--- src/rtl/pkg_sched.sv ---
// pkg_sched: N-channel packet-dispatch scheduler, fixed-priority or round-robin.
// Define PKG_SCHED_TIMEOUT_EN to build the WAIT-state done watchdog.
module pkg_sched #(
    parameter int              NCH     = 2,
    parameter int              CH_W    = 1,
    parameter int              RR_MODE = 0,
    parameter int              TO_W    = 16,
    parameter logic [TO_W-1:0] TO_MAX  = {TO_W{1'b1}}
) (
    input  logic            clk_sys,
    input  logic            rst_n,
    input  logic [NCH-1:0]  buf_full,
    input  logic [NCH-1:0]  buf_empty,
    output logic [NCH-1:0]  fire,
    input  logic [NCH-1:0]  done,
    output logic            busy,
    output logic [CH_W-1:0] cur_ch,
    output logic            sched_done,
    output logic            timeout_err,
    output logic [CH_W-1:0] err_ch
);

    typedef enum logic [2:0] {
        IDLE = 3'd0,
        FIRE = 3'd1,
        WAIT = 3'd2,
        TOUT = 3'd3,
        DONE = 3'd7
    } state_t;

    state_t          state;
    state_t          nxt;
    logic [CH_W-1:0] rr_ptr;
    logic            sel_vld;
    logic [CH_W-1:0] sel_ch;
    logic            done_cur;
    logic            to_hit;

    if (NCH > 2**CH_W || NCH < 2 || TO_MAX == '0) begin : g_bad_cfg
        $error("pkg_sched: illegal parameter set");
    end

    assign done_cur = done[cur_ch];

    // Round-robin view: status rotated so bit 0 is the channel after rr_ptr.
    logic [CH_W:0]    rr_start;
    logic [2*NCH-1:0] rr_rot;

    always_comb begin
        rr_start = {1'b0, rr_ptr} + (CH_W+1)'(1);
        if (rr_start >= (CH_W+1)'(NCH))
            rr_start = rr_start - (CH_W+1)'(NCH);
        rr_rot = {buf_full, buf_full} >> rr_start;
    end

    always_comb begin
        logic          blk;
        logic [CH_W:0] s;
        sel_vld = 1'b0;
        sel_ch  = '0;
        blk     = 1'b0;
        s       = '0;
        if (RR_MODE != 0) begin
            for (int j = NCH-1; j >= 0; j--) begin
                s = rr_start + (CH_W+1)'(j);
                if (s >= (CH_W+1)'(NCH))
                    s = s - (CH_W+1)'(NCH);
                if (rr_rot[j]) begin
                    sel_vld = 1'b1;
                    sel_ch  = s[CH_W-1:0];
                end
            end
        end else begin
            // A partial buffer ahead in priority holds off everyone below it.
            for (int i = 0; i < NCH; i++) begin
                if (!sel_vld && !blk) begin
                    if (buf_full[i]) begin
                        sel_vld = 1'b1;
                        sel_ch  = CH_W'(i);
                    end else if (!buf_empty[i]) begin
                        blk = 1'b1;
                    end
                end
            end
        end
    end

    always_ff @(posedge clk_sys or negedge rst_n) begin
        if (!rst_n) state <= IDLE;
        else        state <= nxt;
    end

    always_comb begin
        nxt = IDLE;
        unique case (state)
            IDLE:    nxt = sel_vld ? FIRE : IDLE;
            FIRE:    nxt = WAIT;
            WAIT: begin
                if (done_cur)    nxt = DONE;
                else if (to_hit) nxt = TOUT;
                else             nxt = WAIT;
            end
            default: nxt = IDLE;
        endcase
    end

    always_comb begin
        fire       = '0;
        busy       = (state != IDLE);
        sched_done = (state == DONE);
        if (state == FIRE)
            fire = NCH'(1) << cur_ch;
    end

    always_ff @(posedge clk_sys or negedge rst_n) begin
        if (!rst_n) begin
            cur_ch <= '0;
            rr_ptr <= CH_W'(NCH-1);
        end else begin
            if (state == IDLE && sel_vld)
                cur_ch <= sel_ch;
            if (state == WAIT && nxt != WAIT)
                rr_ptr <= cur_ch;
        end
    end

`ifdef PKG_SCHED_TIMEOUT_EN
    logic [TO_W-1:0] to_cnt;

    // Trips in the TO_MAX-th WAIT cycle that lacks done.
    assign to_hit      = (to_cnt + TO_W'(1)) == TO_MAX;
    assign timeout_err = (state == TOUT);

    always_ff @(posedge clk_sys or negedge rst_n) begin
        if (!rst_n) begin
            to_cnt <= '0;
            err_ch <= '0;
        end else begin
            if (state == FIRE)
                to_cnt <= '0;
            else if (state == WAIT && !done_cur)
                to_cnt <= to_cnt + TO_W'(1);
            if (state == WAIT && nxt == TOUT)
                err_ch <= cur_ch;
        end
    end
`else
    assign to_hit      = 1'b0;
    assign timeout_err = 1'b0;
    assign err_ch      = '0;
`endif

endmodule

--- config.mk ---
export PLATFORM = sky130hd
export DESIGN_NAME = pkg_sched
export DESIGN_NICKNAME = d
export VERILOG_FILES = /design/src/rtl/pkg_sched.sv
export SDC_FILE = /design/constraint.sdc
export NUM_CORES = 1
export LEC_CHECK = 0
export CAP_MARGIN = 20
export CORE_AREA = 2 2 39 41
export CTS_CLUSTER_DIAMETER = 150
export DETAILED_ROUTE_END_ITERATION = 8
export DIE_AREA = 0 0 41 43
export PLACE_DENSITY = 0.46
export SLEW_MARGIN = 20
export SYNTH_ARGS = -nofsm -noshare
export SYNTH_HDL_FRONTEND = slang
export SYNTH_SLANG_ARGS = --single-unit
--- constraint.sdc ---
create_clock -name clk_sys -period 2.8 [get_ports clk_sys]
set_input_delay 0.56 -clock clk_sys [delete_from_list [all_inputs] [get_ports clk_sys]]
set_output_delay 0.56 -clock clk_sys [all_outputs]
set_load 0.02 [all_outputs]
==> flow_summary.json <==
{
  "status": "finished clean",
  "cts_tree": "done",
  "ys_seq_elements": 4,
  "path_cells": "nor4b_1, clkdlybuf4s50_1",
  "worst-path-max-fanout": 6,
  "cp.required_ns": 2.24,
  "grt_pass1_vias": 211,
  "multi_input_area_um2": 104,
  "fillers": 154,
  "dp_hpwl_um": 392,
  "period_minus_slack_ns": 2.25,
  "crit_path_max_incr_delay_ns": 0.67,
  "post_cts_buffers": 0,
  "max_freq_mhz": 444,
  "portBuffers": 11,
  "avgSynthCellArea_um2": 10.4,
  "critPathLaunchType": "register",
  "num_vias": 213,
  "synth.distinct_cells": 13,
  "syn_to_final_growth_pct": 64.6,
  "vias_per_cell": 4.26,
  "critical_path.endpoint_type": "output pin",
  "fp.coreArea_mm2": 0.00138,
  "first_pass_iters": 2,
  "cp_data_arrival_time_ns": 1.69,
  "ctsResizeCount": 0,
  "dieArea_mm2": 0.00176,
  "grt_max_degree": 7,
  "start_util_pct": 15.8,
  "synth_area_um2": 219,
  "routabilityCongestion": 0.646,
  "critPathSlowestCell": "clkdlybuf4s50_1",
  "setup-tns-final_ns": 0,
  "hold_class": "primary input to async pin",
  "ir_drop_mv": 0.489,
  "drv_slew": 0,
  "yosysTopAreaCell": "dfrtp_1",
  "synth_area_leaders": "dfrtp_1 (46%), nor3_2 (9.1%), a21oi_1 (6.9%)",
  "seq_area_um2": 100,
  "path_delay_family": "buffers and inverters",
  "cts_root_buf": "clkbuf_4",
  "rr_startpoint": "state[2]",
  "grt.total_usage_pct": 7.76,
  "layout-drive-gt1-share_pct": 14.7,
  "drt_iter0_drc": 3,
  "cts_buffers": 3,
  "fin_util_pct": 26.0,
  "maxCapViolations": 0,
  "rsz0062_at_grt": "no",
  "reg2regPathDepth": 3,
  "leakage_uw": 0.000150,
  "drc_errors": 0,
  "skew_ns": 0.00368,
  "setup_violations": 0,
  "antenna_found_initial": 0,
  "pin_count": 15,
  "clk_latency_ns": 0.24,
  "wl_per_cell_um": 10.1,
  "diodes": 0,
  "fin_crit_sh_pct": 80.4,
  "syn_inst": 21,
  "nets": 44,
  "crit_type": "register to output pin",
  "gr-total-overflow": 0,
  "die_w_um": 41,
  "crit_buf_inv": 1,
  "yosysSeqAreaShare_pct": 45.7,
  "cts_hold_buffers": 0,
  "clkSinkCount": 4,
  "clk_pin_slew_ns": 0.04,
  "powerDensity_mw_per_mm2": 1010,
  "synth_top_area_share_pct": 45.7,
  "regToRegEndpoint": "cur_ch",
  "htree_num_levels": 1,
  "rows": 14,
  "r2r_slack_ns": 1.74,
  "wirelength_um": 507,
  "grt_pass1_wl_um": 834,
  "clk_path_buf_depth": 2,
  "die_h_um": 43,
  "ant_nets": 0,
  "yosysWarnings": 0,
  "finalHoldViolCount": 0
}
==> state kept, by name, indices dropped and copies added, names as in the netlist <==
register,count
state,3
cur_ch,1
==> cells in the mapped netlist (all sizes together) <==
master	instances
inv	1
mux2i	1
conb	1
nor3	2
dfrtp	4
nor4bb	1
a31oi	1
a21oi	3
nor4b	1
buf	2
o21bai	1
nand2b	2
and3	1
==> placed cells by master (no fill, tap or decap) <==
| cell type | count |
|---|---|
| and3_1 | 1 |
| dfrtp_1 | 4 |
| a21oi_1 | 3 |
| o21bai_1 | 1 |
| clkbuf_4 | 3 |
| mux2i_1 | 1 |
| inv_1 | 1 |
| a31oi_1 | 1 |
| clkdlybuf4s50_1 | 11 |
| nand2b_1 | 2 |
| nor3_2 | 2 |
| nor4bb_1 | 1 |
| conb_1 | 2 |
| nor4b_1 | 1 |
==> per-layer routing <==
| layer | vias to the layer above | wire length [µm] | track usage, % |
|---|---|---|---|
| li1 | 97 | - | - |
| met1 | 99 | 237 | 9.45 |
| met2 | 17 | 189 | 9.38 |
| met3 | 0 | 80 | 7.85 |
| met4 | 0 | 0 | 2.00 |
| met5 | - | 0 | 0 |
==> power breakdown <==
part / switching (µW) / internal [µW]
clock network: 25.6 / 48.1
registers: 36.8 / 82.7
logic: 82.0 / 88.6
total: 144 / 219
==> how the worst max path moves through the flow <==
stage                     startpoint  endpoint  cells past startpoint
after detailed placement    state[2]   fire[0]                      2
after floorplan               cur_ch   fire[0]                      1
after CTS                   state[2]   fire[0]                      2
after global placement      state[2]   fire[0]                      2
after global routing        state[2]   fire[0]                      2
final                       state[2]   fire[0]                      2
==> worst register-to-register path, cell delays in order, from the launching register on <==
cell and delay [ns]:
dfrtp_1 0.44, nor3_2 0.27, a31oi_1 0.12, a21oi_1 0.15
==> metrics by stage <==
stage               instances  instance area (µm²)  power [µW]  hold WS (ns)  setup WS, ns
finish                     50                  360         364         0.524         0.548
detailed placement         47                  338         291         0.528         0.811
CTS                        50                  360         368         0.530         0.543
global route               50                  360         391         0.528         0.463
global placement           47                  338         285         0.537         0.845
floorplan                  22                  223         215         0.264         0.999
==> cell families (layout without fill, tap and decap cells) <==
family,Yosys count,count (layout),synth area share [%]
other,1,2,1.71
DFF,4,4,45.7
muxes,1,1,4.57
and+or+nand+nor,7,7,26.3
AOI/OAI and AO/OA,5,5,13.1
buffers and inverters,3,15,8.57
==> area by class of cell <==
type | instances | share of cell area (%)
Inverter | 1 | 1.04
Clock buffer | 3 | 6.25
Multi-Input combinational cell | 15 | 28.8
Tap cell | 16 | 5.56
Sequential cell | 4 | 27.8
Timing Repair Buffer | 11 | 30.6
Note: power is estimated with default switching activity, not from simulation.
